File: src/rtl/cpu_trace_pkg.sv
// Shared definitions for the CPU trace LCD formatter: FSM states, frame
// length, ASCII constants and the nibble-to-hex-character helper.
package cpu_trace_pkg;

  typedef enum logic [2:0] {
    ST_IDLE      = 3'd0,
    ST_CLR       = 3'd1,
    ST_CLR_WAIT  = 3'd2,
    ST_CHAR      = 3'd3,
    ST_CHAR_WAIT = 3'd4,
    ST_DONE      = 3'd5
  } state_t;

  localparam int FRAME_LEN = 16;

  localparam logic [7:0] ASCII_SPACE = 8'h20;
  localparam logic [7:0] ASCII_BANG  = 8'h21;
  localparam logic [7:0] ASCII_O     = 8'h4F;
  localparam logic [7:0] ASCII_A     = 8'h41;
  localparam logic [7:0] ASCII_X     = 8'h58;
  localparam logic [7:0] ASCII_Y     = 8'h59;

  // Uppercase hex digit: 0-9 -> '0'-'9', A-F -> 'A'-'F'.
  function automatic logic [7:0] nibble_to_ascii(input logic [3:0] nib);
    if (nib < 4'd10) begin
      return 8'h30 + {4'h0, nib};
    end
    return 8'h37 + {4'h0, nib};
  endfunction

endpackage

File: src/rtl/trace_fifo.sv
// Small synchronous FIFO of register snapshots. A push into a full FIFO is
// dropped and flagged on 'drop' unless a pop frees a slot in the same cycle.
module trace_fifo #(
  parameter int DEPTH = 4,
  parameter int PTR_W = 2,
  parameter int WIDTH = 32
) (
  input  logic             clk,
  input  logic             rst,
  input  logic             push,
  input  logic [WIDTH-1:0] wr_data,
  input  logic             pop,
  output logic [WIDTH-1:0] rd_data,
  output logic             full,
  output logic             empty,
  output logic             drop
);

  localparam logic [PTR_W-1:0] PTR_ONE  = 1;
  localparam logic [PTR_W:0]   CNT_ONE  = 1;
  localparam logic [PTR_W:0]   CNT_FULL = (PTR_W + 1)'(DEPTH);

  logic [WIDTH-1:0] mem [DEPTH];
  logic [PTR_W-1:0] wr_ptr_reg;
  logic [PTR_W-1:0] rd_ptr_reg;
  logic [PTR_W:0]   count_reg;
  logic             do_push;
  logic             do_pop;

  assign full    = (count_reg == CNT_FULL);
  assign empty   = (count_reg == '0);
  assign do_pop  = pop && !empty;
  // A pop in the same cycle makes room, so the push is still accepted.
  assign do_push = push && (!full || do_pop);
  assign drop    = push && full && !do_pop;
  assign rd_data = mem[rd_ptr_reg];

  // Storage array; no reset so it maps onto plain RAM.
  always_ff @(posedge clk) begin
    if (do_push) begin
      mem[wr_ptr_reg] <= wr_data;
    end
  end

  // Pointers and occupancy count.
  always_ff @(posedge clk or posedge rst) begin
    if (rst) begin
      wr_ptr_reg <= '0;
      rd_ptr_reg <= '0;
      count_reg  <= '0;
    end else begin
      if (do_push) begin
        wr_ptr_reg <= wr_ptr_reg + PTR_ONE;
      end
      if (do_pop) begin
        rd_ptr_reg <= rd_ptr_reg + PTR_ONE;
      end
      case ({do_push, do_pop})
        2'b10:   count_reg <= count_reg + CNT_ONE;
        2'b01:   count_reg <= count_reg - CNT_ONE;
        default: count_reg <= count_reg;
      endcase
    end
  end

endmodule

File: src/rtl/cpu_trace_lcd_fmt.sv
// CPU register trace formatter: captures {opcode, accum, xreg, yreg} on each
// rising edge of the slow phase strobe, queues snapshots and streams each one
// to lcd_control as a 16-character ASCII line "Ohh Ahh Xhh Yhh ".
// Optional macro TRACE_OVF_MARK_EN: the last character becomes '!' while the
// sticky overflow flag is set.
module cpu_trace_lcd_fmt
  import cpu_trace_pkg::*;
#(
  parameter int FIFO_DEPTH = 4,
  parameter int PTR_W      = $clog2(FIFO_DEPTH)
) (
  input  logic       clk,
  input  logic       rst,
  input  logic       snap_strobe,
  input  logic [7:0] accum,
  input  logic [7:0] xreg,
  input  logic [7:0] yreg,
  input  logic [7:0] opcode,
  input  logic       initDone,
  input  logic       writeDone,
  output logic       writeStart,
  output logic       clrLCD,
  output logic [7:0] data,
  output logic       overflow,
  output logic       busy
);

  logic        sync1_reg, sync2_reg, prev_reg;
  logic        strobe_edge;
  logic [31:0] snap_word;
  logic [31:0] fifo_rd_data;
  logic        fifo_full, fifo_empty, fifo_drop, fifo_pop;

  state_t      state_reg, state_next;
  logic [4:0]  idx_reg, idx_next;
  logic [31:0] frame_reg;
  logic [7:0]  data_reg;
  logic        overflow_reg;
  logic [7:0]  frame_chars [FRAME_LEN];
  logic [7:0]  cur_char;

  // Two-flop synchronizer plus a delayed copy for rising-edge detection.
  always_ff @(posedge clk or posedge rst) begin
    if (rst) begin
      sync1_reg <= 1'b0;
      sync2_reg <= 1'b0;
      prev_reg  <= 1'b0;
    end else begin
      sync1_reg <= snap_strobe;
      sync2_reg <= sync1_reg;
      prev_reg  <= sync2_reg;
    end
  end

  assign strobe_edge = sync2_reg & ~prev_reg;
  // Taps are sampled directly on the edge cycle; they are stable long before
  // the slow strobe has crossed the synchronizer.
  assign snap_word   = {opcode, accum, xreg, yreg};

  trace_fifo #(
    .DEPTH (FIFO_DEPTH),
    .PTR_W (PTR_W),
    .WIDTH (32)
  ) u_fifo (
    .clk     (clk),
    .rst     (rst),
    .push    (strobe_edge),
    .wr_data (snap_word),
    .pop     (fifo_pop),
    .rd_data (fifo_rd_data),
    .full    (fifo_full),
    .empty   (fifo_empty),
    .drop    (fifo_drop)
  );

  // Character table for the current frame: four groups of letter, high
  // nibble, low nibble, separator.
  for (genvar gi = 0; gi < FRAME_LEN; gi++) begin : g_char
    localparam int GRP = gi / 4;
    localparam int POS = gi % 4;
    if (POS == 0) begin : g_letter
      if (GRP == 0) begin : g_o
        assign frame_chars[gi] = ASCII_O;
      end else if (GRP == 1) begin : g_a
        assign frame_chars[gi] = ASCII_A;
      end else if (GRP == 2) begin : g_x
        assign frame_chars[gi] = ASCII_X;
      end else begin : g_y
        assign frame_chars[gi] = ASCII_Y;
      end
    end else if (POS == 1) begin : g_hi
      assign frame_chars[gi] = nibble_to_ascii(frame_reg[31-8*GRP -: 4]);
    end else if (POS == 2) begin : g_lo
      assign frame_chars[gi] = nibble_to_ascii(frame_reg[27-8*GRP -: 4]);
    end else if (gi == FRAME_LEN - 1) begin : g_last
`ifdef TRACE_OVF_MARK_EN
      assign frame_chars[gi] = overflow_reg ? ASCII_BANG : ASCII_SPACE;
`else
      assign frame_chars[gi] = ASCII_SPACE;
`endif
    end else begin : g_sep
      assign frame_chars[gi] = ASCII_SPACE;
    end
  end

  assign cur_char = frame_chars[idx_reg[3:0]];

  // State, index, frame, held character and sticky overflow registers.
  always_ff @(posedge clk or posedge rst) begin
    if (rst) begin
      state_reg    <= ST_IDLE;
      idx_reg      <= '0;
      frame_reg    <= '0;
      data_reg     <= ASCII_SPACE;
      overflow_reg <= 1'b0;
    end else begin
      state_reg <= state_next;
      idx_reg   <= idx_next;
      if (fifo_pop) begin
        frame_reg <= fifo_rd_data;
      end
      if (state_reg == ST_CHAR) begin
        data_reg <= cur_char;
      end
      overflow_reg <= overflow_reg | (fifo_drop & fifo_full);
    end
  end

  // Next-state logic and handshake outputs.
  always_comb begin
    state_next = state_reg;
    idx_next   = idx_reg;
    fifo_pop   = 1'b0;
    writeStart = 1'b0;
    clrLCD     = 1'b0;
    data       = data_reg;
    case (state_reg)
      ST_IDLE: begin
        if (initDone && !fifo_empty) begin
          fifo_pop   = 1'b1;
          state_next = ST_CLR;
        end
      end
      ST_CLR: begin
        clrLCD     = 1'b1;
        state_next = ST_CLR_WAIT;
      end
      ST_CLR_WAIT: begin
        if (writeDone) begin
          idx_next   = '0;
          state_next = ST_CHAR;
        end
      end
      ST_CHAR: begin
        // Present the character now; data_reg holds it until writeDone.
        data       = cur_char;
        writeStart = 1'b1;
        state_next = ST_CHAR_WAIT;
      end
      ST_CHAR_WAIT: begin
        if (writeDone) begin
          idx_next   = idx_reg + 5'd1;
          state_next = (idx_next == 5'(FRAME_LEN)) ? ST_DONE : ST_CHAR;
        end
      end
      ST_DONE: begin
        state_next = ST_IDLE;
      end
      default: begin
        state_next = ST_IDLE;
      end
    endcase
  end

  assign overflow = overflow_reg;
  assign busy     = (state_reg != ST_IDLE);

endmodule

File: config.mk
export PLATFORM = sky130hd
export DESIGN_NAME = cpu_trace_lcd_fmt
export DESIGN_NICKNAME = d
export VERILOG_FILES = /design/src/rtl/cpu_trace_pkg.sv /design/src/rtl/trace_fifo.sv /design/src/rtl/cpu_trace_lcd_fmt.sv
export SDC_FILE = /design/constraint.sdc
export NUM_CORES = 1
export LEC_CHECK = 0
export BUFFER_PORTS_ARGS = -buffer_cell sky130_fd_sc_hd__buf_2
export CAP_MARGIN = 20
export CORE_ASPECT_RATIO = 2
export CORE_UTILIZATION = 44
export CTS_BUF_LIST = sky130_fd_sc_hd__clkbuf_8
export CTS_CLUSTER_SIZE = 40
export DETAILED_ROUTE_END_ITERATION = 8
export GPL_ROUTABILITY_DRIVEN = 0
export GPL_TIMING_DRIVEN = 0
export RECOVER_POWER = 50
export SYNTH_ARGS = -nofsm -noshare
export SYNTH_HDL_FRONTEND = slang
export SYNTH_HIERARCHICAL = 1
export SYNTH_SLANG_ARGS = --single-unit
export TNS_END_PERCENT = 1
File: constraint.sdc
create_clock -name clk -period 2.8 [get_ports clk]
set_input_delay 0.14 -clock clk [delete_from_list [all_inputs] [get_ports clk]]
set_output_delay 0.14 -clock clk [all_outputs]
set_load 0.005 [all_outputs]
======== Yosys cells after proc, flatten, opt, wreduce, memory -nomap -nowiden ========
Memories as Yosys holds them, arrays and structs flattened. A register that Yosys moved wholly into a read port is not among the register bits.
Index checks and enable logic that the tools add are counted.
storage, ports and cells
  memory bits (writable) .................. 128
  memories ................................ 1
  logic and storage cells ................. 116
  output and inout port bits .............. 12
  input port bits ......................... 37
  bits in registers ....................... 27
cells by class
  $add $sub $neg .......................... 21
  equal/unequal tests ..................... 11
  order comparisons ....................... 9
  reduce and logical (&&, ||, !) cells .... 16
  muxes and demuxes ....................... 43
  bitwise gates (word level) .............. 5
memories
  name        depth  width  read ports  clocked after memory_dff  write ports  line              source
  u_fifo.mem  4      32     1           1                         1            trace_fifo.sv:23  logic [WIDTH-1:0] mem [DEPTH];
operators with widths
  cell                   number
  $mux W8                19
  $add A6 B4 Y7 const A  16
  $bmux W8 S4            1
  $lt A4 B4 Y1 const B   8
  $pmux W3 S5            1
  $mux W1                14
  $mux W3                4
  $mux W5                2
  $pmux W5 S2            1
  $eq A3 B2 Y1 const B   2
  $eq A3 B3 Y1 const B   2
  $logic_not A3 Y1       2
  $ne A2 B2 Y1 const B   3
  $pmux W3 S2            1
  $reduce_and A3 Y1      2
  $add A5 B1 Y5 const B  1
  $eq A5 B5 Y1 const B   1
  $ge A5 B5 Y1 const B   1
  $logic_and A1 B1 Y1    5
  $not A4 Y5             1
  $add A2 B1 Y2 const B  2
  $reduce_bool A2 Y1     2
  $add A3 B1 Y3 const B  1
  $eq A3 B1 Y1 const B   1
  other kinds (9)        12

======== Longest topological paths before layout ========
Gate-level depths: netlist of run 1.
  depth in word-level cells ............... 10
  gate-level depth with buffers ........... 15
  gate-level depth less buffers ........... 12

======== Cells and area by module ========
The synthesis of run 1 kept the hierarchy.
modules (own cells, without submodules)
  module             times used  cells each  area an instance (um2)  seq. area each (um2)
  trace_fifo         1           208         5081.1                  4018.9
  cpu_trace_lcd_fmt  1           394         3323.2                  1302.5

======== Least setup slack after synthesis of run 1 ========
Ideal clock, no wire load.
  kind .................................... register -> register
  start ................................... reg state_reg[0]
  end ..................................... mem u_fifo.mem[0][0] (enable)
  required time ........................... 2.408 ns
  path buffers ............................ 3
  setup slack ............................. -0.233 ns
  library setup time ...................... 0.392 ns
  arrival time ............................ 2.641 ns
  period minus slack after synthesis ...... 3.033 ns
  stages on the path, launching flop included .. 10
  cells stage by stage .................... dfrtp_1 -> buf_6 -> or3_4 -> or3b_1 -> buf_6 -> inv_8 -> buf_6 -> nor4b_4 -> nor2b_2 -> and2_1
between the ends
  word-level cells in the longest chain between the ends .. 7
ends and longest elaborated chain
  element                        line                      source
  from (decl)                    cpu_trace_lcd_fmt.sv:34   state_t state_reg, state_next;
  from (signal assigned)         cpu_trace_lcd_fmt.sv:117  state_reg <= state_next;
  $logic_not A3 Y1               cpu_trace_lcd_fmt.sv:137  case (state_reg)
  $mux W1                        cpu_trace_lcd_fmt.sv:137
  via fifo_pop                   cpu_trace_lcd_fmt.sv:32   logic fifo_full, fifo_empty, fifo_drop, fifo_pop;
  $logic_and A1 B1 Y1            trace_fifo.sv:32          assign do_pop = pop && !empty;
  $logic_or A1 B1 Y1             trace_fifo.sv:34          assign do_push = push && (!full || do_pop);
  $logic_and A1 B1 Y1            trace_fifo.sv:34
  $mux W1                        trace_fifo.sv:40          if (do_push) begin
  $mux W1 (implied by the code)  trace_fifo.sv:41          mem[wr_ptr_reg] <= wr_data;
  to (decl)                      trace_fifo.sv:23
The timed path passes the listed nets, and every way through them passes these cells.

======== Final worst setup path of run 1 ========
  start ................................... reg idx_reg[1]
  end ..................................... out data[3]
between the ends
  word-level cells in the longest chain between the ends .. 5
ends and longest elaborated chain
  element                                     line                      source
  from (decl)                                 cpu_trace_lcd_fmt.sv:35   logic [4:0] idx_reg, idx_next;
  from (signal assigned)                      cpu_trace_lcd_fmt.sv:118  idx_reg <= idx_next;
  $not A4 Y5 (implied by the code)            cpu_trace_lcd_fmt.sv:106  assign cur_char = frame_chars[idx_reg[3:0]];
  $bmux W8 S4                                 cpu_trace_lcd_fmt.sv:106
  $mux W8 (implied by the code) (2 in a row)  cpu_trace_lcd_fmt.sv:106
  $mux W8                                     cpu_trace_lcd_fmt.sv:137
  to (decl)                                   cpu_trace_lcd_fmt.sv:23   output logic [7:0] data,
Every way passes these cells. The select of a mux whose other input is x is not followed.

==> impl_metrics.csv, run 1 <==
group,metric,value,unit
finish,nNetsFinal,765,
yosys,synth_top_family_by_area,"compound AO/OA/AOI/OAI gates",
sta,finalCritPeriodShare,100,%
finish,syn_to_final_growth,16.0,%
hold_path,min_path_type,"primary input to asynchronous set/reset pin",
drt,drc,0,
sta,clock.fmax,0.356,GHz
place,dp_hpwl,12600,um
setup_path,critPathRequiredTime,2.66,ns
sta,timing.final.ws_setup,-0.0120,ns
yosys,synth_compound_area_share,9.80,%
sta,final.setup.tns,-0.0120,ns
clock_network,clock_sinks,187,
finish,instances_no_fill,981,
finish,fill_cells,1609,
finish,drive_gt1_share,22.2,%
yosys,seq_area_frac_synth,63.3,%
setup_path,reg2reg_depth,11,
drt,dr.pass1.iters,5,
yosys,syn_area,8400,um2
clock_network,cts-root-buf,"clkbuf_8",
global_routing,grt_antenna_before_repair,0,
global_routing,grt_max_degree,43,
setup_path,cp-end-kind,"output pin",
yosys,synth_xor_xnor_area_share,1.56,%
sta,relSlewSlack,29.5,%
floorplanning,initial_core_util,44.8,%
setup_path,start_kind,"register",
yosys,synthSimpleGateAreaFrac,9.59,%
clock_network,clk_path_buf_depth,2,
sta,hold_viol,0,
drt,avgRoutedWirePerCell,18.0,um
floorplanning,die-width,99.7,um
global_routing,grt_overflow_total,0,
drt,ant_nets,0,
setup_path,cp.arrival,2.67,ns
yosys,synth_cell_types,57,
yosys,ys_warn_count,6,
floorplanning,rows,71,
clock_network,clkSlewWorstSetupHoldPaths,0.09,ns
run_status,violations,"setup timing",
sta,setup_viol,1,
sta,tightestPinTransition,1.06,ns
global_routing,grt_usage,19.2,%
sta,rsz0062_at_grt,"yes",
yosys,ys_ff_latch,187,
yosys,avgSynthCellArea,14.0,um2
yosys,synth-main-ff-cell,"edfxtp_1",
clock_network,worstSkewPairLatency,0.47,ns
drt,vias_per_cell,5.37,
place,dpl.cell_count,906,
setup_path,reg2reg_from,"state_reg[1]",
finish,diodes,0,
setup_path,worstSetupPathType,"register to output pin",
power_and_ir_drop,peakVddDrop,0.536,mV
floorplanning,die_h,197,um
clock_network,htreeDepth,4,
floorplanning,core_area,18700,um2
finish,final_area,9750,um2
power_and_ir_drop,power_density,1010,nW/um2
yosys,synthAdderAreaFrac,2.32,%
finish,largest_register_ffs,128,
drt,routed_wl,17700,um
setup_path,r2r_end,"u_fifo/count_reg[2]",
run,drv_cap,0,
global_routing,grt_pass1_wl,28000,um
setup_path,ff2ff_setup_slack,0.06,ns
drt,first_iter_violations,236,
floorplanning,dieArea,19700,um2
run_status,status,"finished, violations left",
drt,vias,5265,
global_routing,grt_pass1_vias,5384,
setup_path,crit_fanout,10,
yosys,async_reset_ff_share,31.6,%
yosys,synth.area.mux_share,9.27,%
sta,drv_slew,0,
place,portBuffers,48,
yosys,netlist_instances,602,
clock_network,cts_tree,"yes",
yosys,synth_edf_count,128,
floorplanning,num_io_pins,49,
sta,period_needed,2.81,ns
yosys,synth_fp_nets,654,
power_and_ir_drop,power_leakage,3.59,nW
clock_network,cts_buffers,17,
sta,skew,0.0103,ns
place,place_area,8990,um2
## where the power goes
group | leakage, nW | switching (mW) | internal (mW)
Sequential | 1.88 | 0.441 | 3.58
Combinational | 1.52 | 2.29 | 1.81
Clock | 0.194 | 0.986 | 0.721
## how the worst max path moves through the flow
stage	cells past startpoint	slack, ns	to	startpoint
3_5_place_dp	9	-0.43	u_fifo/mem[1][8]	state_reg[0]
3_3_place_gp	8	-0.97	u_fifo/mem[2][0]	state_reg[1]
4_1_cts	8	0.002	data[3]	idx_reg[1]
2_1_floorplan	9	-0.23	u_fifo/mem[1][0]	state_reg[0]
6_report	8	-0.01	data[3]	idx_reg[1]
5_1_grt	12	-0.09	u_fifo/count_reg[2]	state_reg[0]
## kinds of logic after synthesis
kind of cell	count (synthesis)
simple gates	162
fa+ha+maj	15
buf+inv	60
compound gates	127
flops	187
xor+xnor	15
mux	36
## per-layer routing
metal  track usage [%]  routed length [um]  up-vias  part of all wire (%)
met5                 0                   0        -                     0
met4              12.1                 817        0                   4.6
met3              3.50                 519       53                   2.9
met2              35.0                9830      148                    56
met1              19.9                6530     2600                    37
li1                  -                   -     2464                     -
## metrics by stage
step	setup WS (ns)	utilization, %	hold WS, ns	power, mW
3_3_place_gp	-0.968	47.8	0.0860	7.93
3_5_place_dp	-0.425	48.0	0.0967	8.08
5_1_grt	-0.0859	52.0	0.162	10.5
4_1_cts	0.00214	52.1	0.117	9.90
6_report	-0.0120	52.0	0.150	9.82
2_1_floorplan	-0.233	-	-0.0566	6.95
## layout make-up
type                    count  area, um2  share of cell area, %
repair buffers             93        623                   6.39
plain buffers              27        210                   2.16
flip-flops and latches    187       5320                   54.6
clock inverters            15        136                   1.40
multi-input cells         355       2770                   28.4
inverters                  32        133                   1.36
clock buffers              17        234                   2.40
well taps                 255        319                   3.27
## placed cells by master (no fill, tap or decap), types with 13 or more instances in the layout
| cell | Yosys | routed |
|---|---|---|
| o21ai_2 | 17 | 18 |
| clkbuf_1 | 9 | 40 |
| buf_2 | 6 | 22 |
| clkbuf_8 | 0 | 17 |
| nand2_2 | 17 | 17 |
| dfrtp_1 | 58 | 57 |
| a21oi_1 | 31 | 31 |
| mux4_2 | 33 | 33 |
| o21ai_0 | 25 | 24 |
| edfxtp_1 | 128 | 128 |
| inv_1 | 29 | 29 |
| nand2_1 | 70 | 70 |
| dlygate4sd3_1 | 0 | 35 |
| ha_1 | 14 | 13 |
| nor2_1 | 18 | 18 |
## critical path, cell delays in order (launching register included)
cell and delay (ns):
dfrtp_1 0.40, buf_4 0.18, nand2b_1 0.36, nor4b_1 0.48, a31o_2 0.20, a211oi_1 0.11
a31oi_1 0.21, a22o_1 0.17, buf_2 0.11
## cells in the mapped netlist (all sizes together) (2+ instances only)
| master | instances | area, um2 |
|---|---|---|
| nand3 | 7 | 35.0 |
| a31oi | 3 | 18.8 |
| ha | 14 | 175 |
| mux4 | 33 | 743 |
| and3 | 4 | 25.0 |
| a21o | 2 | 15.0 |
| o22ai | 7 | 43.8 |
| nor3 | 13 | 65.1 |
| nor4b | 2 | 32.5 |
| edfxtp | 128 | 3840 |
| buf | 19 | 186 |
| mux2 | 2 | 26.3 |
| o21ai | 50 | 314 |
| o221ai | 3 | 26.3 |
| nand2b | 4 | 25.0 |
| or3 | 2 | 17.5 |
| o21a | 2 | 15.0 |
| a21oi | 31 | 155 |
| xor2 | 3 | 26.3 |
| nor2 | 18 | 67.6 |
| clkbuf | 9 | 33.8 |
| a22o | 5 | 43.8 |
| nand2 | 87 | 369 |
| and2 | 8 | 50.1 |
| a211oi | 12 | 90.1 |
| dfrtp | 58 | 1450 |
| nor2b | 8 | 52.6 |
| inv | 32 | 128 |
| nor3b | 5 | 37.5 |
| a22oi | 2 | 15.0 |
| a221oi | 6 | 52.6 |
| xnor2 | 12 | 105 |
## repair_timing
action                     in CTS  in global routing
hold buffers                   35                  0
gates cloned                    0                  0
setup endpoints to repair     131                  6
buffers inserted                6                  3
pin swaps                       0                  4
resized for setup              10                  7
hold endpoints to repair      188                  0
Note: power is estimated with default switching activity, not from simulation.
==> run 2, diff against run 1 <==
--- a/config.mk
+++ b/config.mk
@@ -8,6 +8,7 @@
 export BUFFER_PORTS_ARGS = -buffer_cell sky130_fd_sc_hd__buf_2
 export CAP_MARGIN = 20
 export CORE_ASPECT_RATIO = 2
+export CORE_MARGIN = 4
 export CORE_UTILIZATION = 44
 export CTS_BUF_LIST = sky130_fd_sc_hd__clkbuf_8
 export CTS_CLUSTER_SIZE = 40
==> run 2 against run 1 <==
Effect of this change:
- the flow now finishes without violations
- routed wire length rose by 0.13%
- via count rose by 0.32%
- core utilization rose by 0.15 points
- sequential cell count did not move
- critical path type unchanged
==> impl_metrics.csv, run 2 (same netlist as run 1, synthesis figures left out) <==
group,metric,value,unit
run_status,status,"completed",
sta,drv_slew,0,
finish,syn_to_final_growth,16.9,%
drt,drc,0,
clock_network,cts_buffers,17,
setup_path,crit_fanout,5,
finish,nNetsFinal,770,
floorplanning,dieArea,21500,um2
clock_network,clock_sinks,187,
global_routing,grt_antenna_before_repair,0,
global_routing,grt_max_degree,44,
finish,drive_gt1_share,23.1,%
clock_network,htreeDepth,4,
sta,hold_viol,0,
clock_network,clk_path_buf_depth,2,
global_routing,grt_usage,17.3,%
floorplanning,die-width,106,um
power_and_ir_drop,power_leakage,3.61,nW
power_and_ir_drop,power_density,1010,nW/um2
finish,largest_register_ffs,128,
sta,period_needed,2.72,ns
floorplanning,initial_core_util,44.6,%
drt,vias,5282,
clock_network,worstSkewPairLatency,0.46,ns
floorplanning,die_h,203,um
clock_network,clkSlewWorstSetupHoldPaths,0.10,ns
setup_path,worstSetupPathType,"register to output pin",
sta,relSlewSlack,29.6,%
sta,rsz0062_at_grt,"yes",
drt,ant_nets,0,
hold_path,min_path_type,"primary input to asynchronous set/reset pin",
drt,dr.pass1.iters,5,
sta,setup_viol,0,
place,dp_hpwl,12700,um
place,portBuffers,48,
setup_path,cp-end-kind,"output pin",
global_routing,grt_pass1_wl,28800,um
floorplanning,core_area,18800,um2
global_routing,grt_pass1_vias,5604,
finish,fill_cells,1648,
finish,diodes,0,
setup_path,cp.arrival,2.58,ns
drt,first_iter_violations,225,
drt,avgRoutedWirePerCell,18.0,um
setup_path,critPathRequiredTime,2.66,ns
floorplanning,rows,71,
sta,tightestPinTransition,1.06,ns
sta,finalCritPeriodShare,97.1,%
drt,vias_per_cell,5.36,
setup_path,start_kind,"register",
sta,hold_slack,0.167,ns
global_routing,grt_overflow_total,0,
sta,final.setup.tns,0,ns
drt,routed_wl,17700,um
floorplanning,num_io_pins,49,
clock_network,cts-root-buf,"clkbuf_8",
sta,clock.fmax,0.368,GHz
power_and_ir_drop,peakVddDrop,0.566,mV
finish,mostFrequentLayoutCell,"edfxtp_1",
clock_network,cts_tree,"yes",
sta,skew,0.0122,ns
run,drv_cap,0,
finish,mostFrequentLayoutCells,"128 x edfxtp_1, 70 x nand2_1, 56 x dfrtp_1",
==> run 2: where the power goes <==
group          switching, mW  leakage (nW)  internal [mW]
Combinational           2.34          1.54           1.87
Clock                   1.01         0.183          0.650
Sequential             0.433          1.88           3.58
Total                   3.79          3.61           6.09
==> run 2: path summary, 6_finish.rpt <==
path | startpoint | end | slack, ns | cells after the start
min in group clk | initDone | state_reg[0] | 0.27 | 6
worst max-delay path | frame_reg[17] | data[4] | 0.08 | 8
max in group asynchronous | rst | state_reg[1] | 1.21 | 4
worst min register to register | sync1_reg | sync2_reg | 0.36 | 0
worst min-delay path | rst | u_fifo/wr_ptr_reg[1] | 0.17 | 3
worst max register to register | state_reg[0] | u_fifo/count_reg[2] | 0.13 | 11
==> run 2: timing repair <==
item / in CTS / in global routing
endpoints found under the hold margin: 188 / 0
hold buffers: 35 / 0
buffers inserted: 2 / 10
gates resized for setup: 7 / 12
pin swaps: 0 / 4
setup endpoints to repair: 100 / 6
cloned: 0 / 0
==> run 2: layout make-up <==
| class | instances | area, um2 | share of cell area [%] |
|---|---|---|---|
| plain buffers | 26 | 200 | 2.04 |
| clock buffers | 17 | 234 | 2.38 |
| clock inverters | 15 | 135 | 1.38 |
| inverters | 32 | 133 | 1.35 |
| multi-input cells | 355 | 2780 | 28.3 |
| flip-flops and latches | 187 | 5320 | 54.2 |
| well taps | 255 | 319 | 3.25 |
| repair buffers | 99 | 703 | 7.16 |
==> run 2: metrics by stage <==
stage | cell area (um2) | cells | setup WS, ns | util (%) | total power [mW]
6_report | 9820 | 986 | 0.0821 | 52.2 | 9.88
5_1_grt | 9820 | 986 | -0.0348 | 52.2 | 10.5
4_1_cts | 9800 | 977 | 0.00795 | 52.0 | 9.86
3_5_place_dp | 9050 | 909 | -0.428 | 48.0 | 8.11
3_3_place_gp | 8960 | 905 | -1.03 | 47.6 | 7.95
2_1_floorplan | 8410 | 602 | -0.233 | - | 6.95
==> run 2: routing by layer <==
layer / GRT usage, % / routed length (um) / vias to the layer above
li1: - / - / 2480
met1: 18.7 / 6620 / 2601
met2: 31.8 / 9750 / 147
met3: 3.07 / 576 / 54
met4: 9.31 / 771 / 0
met5: 0 / 0 / -
==> run 2: worst max-delay path: stages, from the launching register on <==
cell and delay (ns):
dfrtp_1 0.43, inv_1 0.11, ha_1 0.21, nor2b_1 0.11, o21ai_0 0.12, a22o_1 0.23
mux4_2 0.48, mux2_2 0.29, buf_2 0.13
==> run 3, diff against run 2 <==
--- a/config.mk
+++ b/config.mk
@@ -15,9 +15,8 @@
 export DETAILED_ROUTE_END_ITERATION = 8
 export GPL_ROUTABILITY_DRIVEN = 0
 export GPL_TIMING_DRIVEN = 0
-export RECOVER_POWER = 50
+export RECOVER_POWER = 100
 export SYNTH_ARGS = -nofsm -noshare
 export SYNTH_HDL_FRONTEND = slang
-export SYNTH_HIERARCHICAL = 1
 export SYNTH_SLANG_ARGS = --single-unit
 export TNS_END_PERCENT = 1
==> run 3 against run 2 <==
Effect of this change:
- routed wire length fell by 2.7%
- area after synthesis fell by 1.6%
- combinational power down 22%
- count of clock-buffer cells in the layout unchanged
- first-iteration DRC count is 11% lower
- largest cell class unchanged
==> impl_metrics.csv, run 3 <==
group,metric,value,unit
run_status,status,"completed",
floorplanning,die_h,202,um
global_routing,grt_pass1_wl,28400,um
yosys,ys_ff_latch,187,
global_routing,grt_max_degree,38,
place,dp_hpwl,12400,um
yosys,synth_edf_count,128,
clock_network,worstSkewPairLatency,0.46,ns
clock_network,cts_buffers,17,
setup_path,crit_slowest_cell,"and2_2",
yosys,netlist.top_cell.by_area,"edfxtp_1",
setup_path,reg2reg_from,"state_reg[0]",
finish,mostFrequentLayoutCell,"edfxtp_1",
drt,vias_per_cell,5.64,
finish,nNetsFinal,715,
setup_path,crit_fanout,32,
sta,finalCritPeriodShare,93.3,%
floorplanning,rows,70,
yosys,async_reset_ff_share,31.6,%
finish,diodes,0,
global_routing,grt_antenna_before_repair,0,
power_and_ir_drop,power_density,968,nW/um2
power_and_ir_drop,peakVddDrop,0.455,mV
sta,clock.fmax,0.383,GHz
power_and_ir_drop,clock_power_share,20.8,%
clock_network,clkSlewWorstSetupHoldPaths,0.10,ns
setup_path,max_stage_delay,0.74,ns
power_and_ir_drop,switching_share,34.8,%
global_routing,grt_usage,17.1,%
yosys,synth.area.top_cells,"edfxtp_1 46%, dfrtp_1 18%, mux4_2 8.7%, o21ai_0 2.7%, ha_1 2.1%",
floorplanning,core_area,18400,um2
yosys,yosysTopAreaCellShare,46.5,%
clock_network,htreeDepth,4,
floorplanning,initial_core_util,45.0,%
sta,drv_slew,0,
place,dpl.cell_count,825,
finish,final_area,9490,um2
sta,hold_viol,0,
power_and_ir_drop,intPower,5.99,mW
yosys,synth_common_cells,"128 x edfxtp_1, 58 x dfrtp_1, 45 x o21ai_0",
setup_path,crit_start,"state_reg[0]",
sta,setup_viol,0,
finish,instances_no_fill,892,
drt,routed_wl,17200,um
clock_network,cts_resized,0,
finish,drive_gt1_share,16.6,%
yosys,ys_warn_count,0,
clock_network,cts_tree,"yes",
yosys,syn_area,8270,um2
hold_path,min_from,"initDone",
setup_path,cp-end-kind,"register",
finish,syn_to_final_growth,14.8,%
power_and_ir_drop,power_leakage,3.37,nW
power_and_ir_drop,p_sw,3.20,mW
sta,tightestPinTransition,0.917,ns
finish,fill_cells,1598,
yosys,seq_area_frac_synth,64.4,%
clock_network,cts-root-buf,"clkbuf_8",
yosys,avgSynthCellArea,14.8,um2
drt,first_iter_violations,200,
run,drv_cap,0,
power_and_ir_drop,power_frac_seq,43.5,%
drt,ant_nets,0,
clock_network,clock_sinks,187,
sta,final.setup.tns,0,ns
finish,mostFrequentLayoutCells,"128 x edfxtp_1, 58 x dfrtp_1, 57 x clkbuf_1",
floorplanning,num_io_pins,49,
setup_path,start_kind,"register",
drt,dr.pass1.iters,5,
place,place_area,8800,um2
yosys,synth_cell_types,62,
floorplanning,dieArea,21200,um2
sta,skew,0.0142,ns
setup_path,critPathRequiredTime,2.88,ns
clock_network,clk_path_buf_depth,2,
setup_path,cp.arrival,2.69,ns
global_routing,grt_pass1_vias,5415,
power_and_ir_drop,p_comb_share,35.8,%
setup_path,crit_chain,"or3_4 -> o2111ai_2 -> and2b_1 -> buf_6 -> and2_2",
finish,largest_register_ffs,128,
global_routing,grt_overflow_total,0,
floorplanning,die-width,105,um
drt,avgRoutedWirePerCell,19.3,um
yosys,yosysMostFrequentCell,"edfxtp_1",
drt,drc,0,
sta,rsz0062_at_grt,"no",
yosys,netlist_instances,560,
sta,relSlewSlack,38.9,%
sta,period_needed,2.61,ns
hold_path,min_path_type,"primary input to register",
yosys,synth-main-ff-cell,"edfxtp_1",
setup_path,worstSetupPathType,"register to register",
drt,vias,5029,
place,portBuffers,48,
yosys,synth_fp_nets,612,
## run 3: changes by cell type after synthesis, moves of 11 or more
| cell | delta |
|---|---|
| o21ai_0 | +20 |
| nor3_1 | -12 |
| mux2_2 | +12 |
| nand2_2 | -16 |
| nand2_1 | -27 |
| o21ai_2 | -17 |
| o211ai_1 | +11 |
## run 3: cells by family (layout without fill, tap and decap cells)
group / Yosys count / in the layout / share of synthesized area, %
simple gates: 104 / 104 / 7.22
xor+xnor: 14 / 14 / 1.48
flops: 187 / 187 / 64.4
mux: 47 / 47 / 10.7
fa+ha+maj: 15 / 15 / 2.36
buf+inv: 59 / 175 / 3.18
compound gates: 134 / 134 / 10.7
## run 3: path summary, 6_finish.rpt
| check | endpoint | slack (ns) | cells past startpoint |
|---|---|---|---|
| max | u_fifo.mem[1][13] | 0.19 | 5 |
| min | overflow | 0.21 | 4 |
| max reg2reg | u_fifo.mem[1][13] | 0.19 | 5 |
| min reg2reg | sync2_reg | 0.36 | 0 |
| max in group asynchronous | frame_reg[27] | 0.95 | 4 |
| min in group asynchronous | sync2_reg | 0.41 | 3 |
## run 3: layer usage
metal	up-vias	wire length (um)	GRT usage, %
met1	2509	6390	18.6
met5	-	0	0
li1	2350	-	-
met2	123	9380	30.4
met3	47	557	2.94
met4	0	918	11.0
## run 3: timing repair
item	CTS	global route
endpoints found under the hold margin	151	0
setup buffers	0	0
hold buffers	35	0
## run 3: through the flow
stage                     setup WS, ns  hold WS (ns)  utilization, %  power [mW]
final                            0.186         0.212            51.6        9.19
after CTS                        0.123         0.190            52.1        9.36
after floorplan                  0.461         0.171               -        6.37
after global routing            0.0172         0.218            51.6        9.80
after global placement           0.221         0.248            47.7        7.25
after detailed placement         0.157         0.218            47.8        7.39
## run 3: worst max-delay path, delay by kind of cell (launching register included)
family / cells / cell delay (ns)
AND/OR/NAND/NOR: 3 / 1.38
buffers and inverters: 1 / 0.12
AO/OA/AOI/OAI: 1 / 0.21
flip-flops: 1 / 0.48
## run 3: final cells by class
class	instances	area, um2	area share, %
flip-flops and latches	187	5320	56.1
multi-input cells	314	2670	28.2
repair buffers	84	546	5.75
well taps	216	270	2.85
clock buffers	17	234	2.46
clock inverters	15	194	2.04
plain buffers	32	148	1.56
inverters	27	106	1.12
## run 3: power by group through the flow
| stage | Sequential [mW] | Combinational, mW | Clock, mW |
|---|---|---|---|
| floorplan | 3.89 | 2.47 | 0 |
| global placement | 4.01 | 3.25 | 0 |
| detailed placement | 4.04 | 3.35 | 0 |
| CTS | 3.99 | 3.40 | 1.97 |
| global route | 4.06 | 3.68 | 2.06 |
| finish | 3.99 | 3.29 | 1.91 |
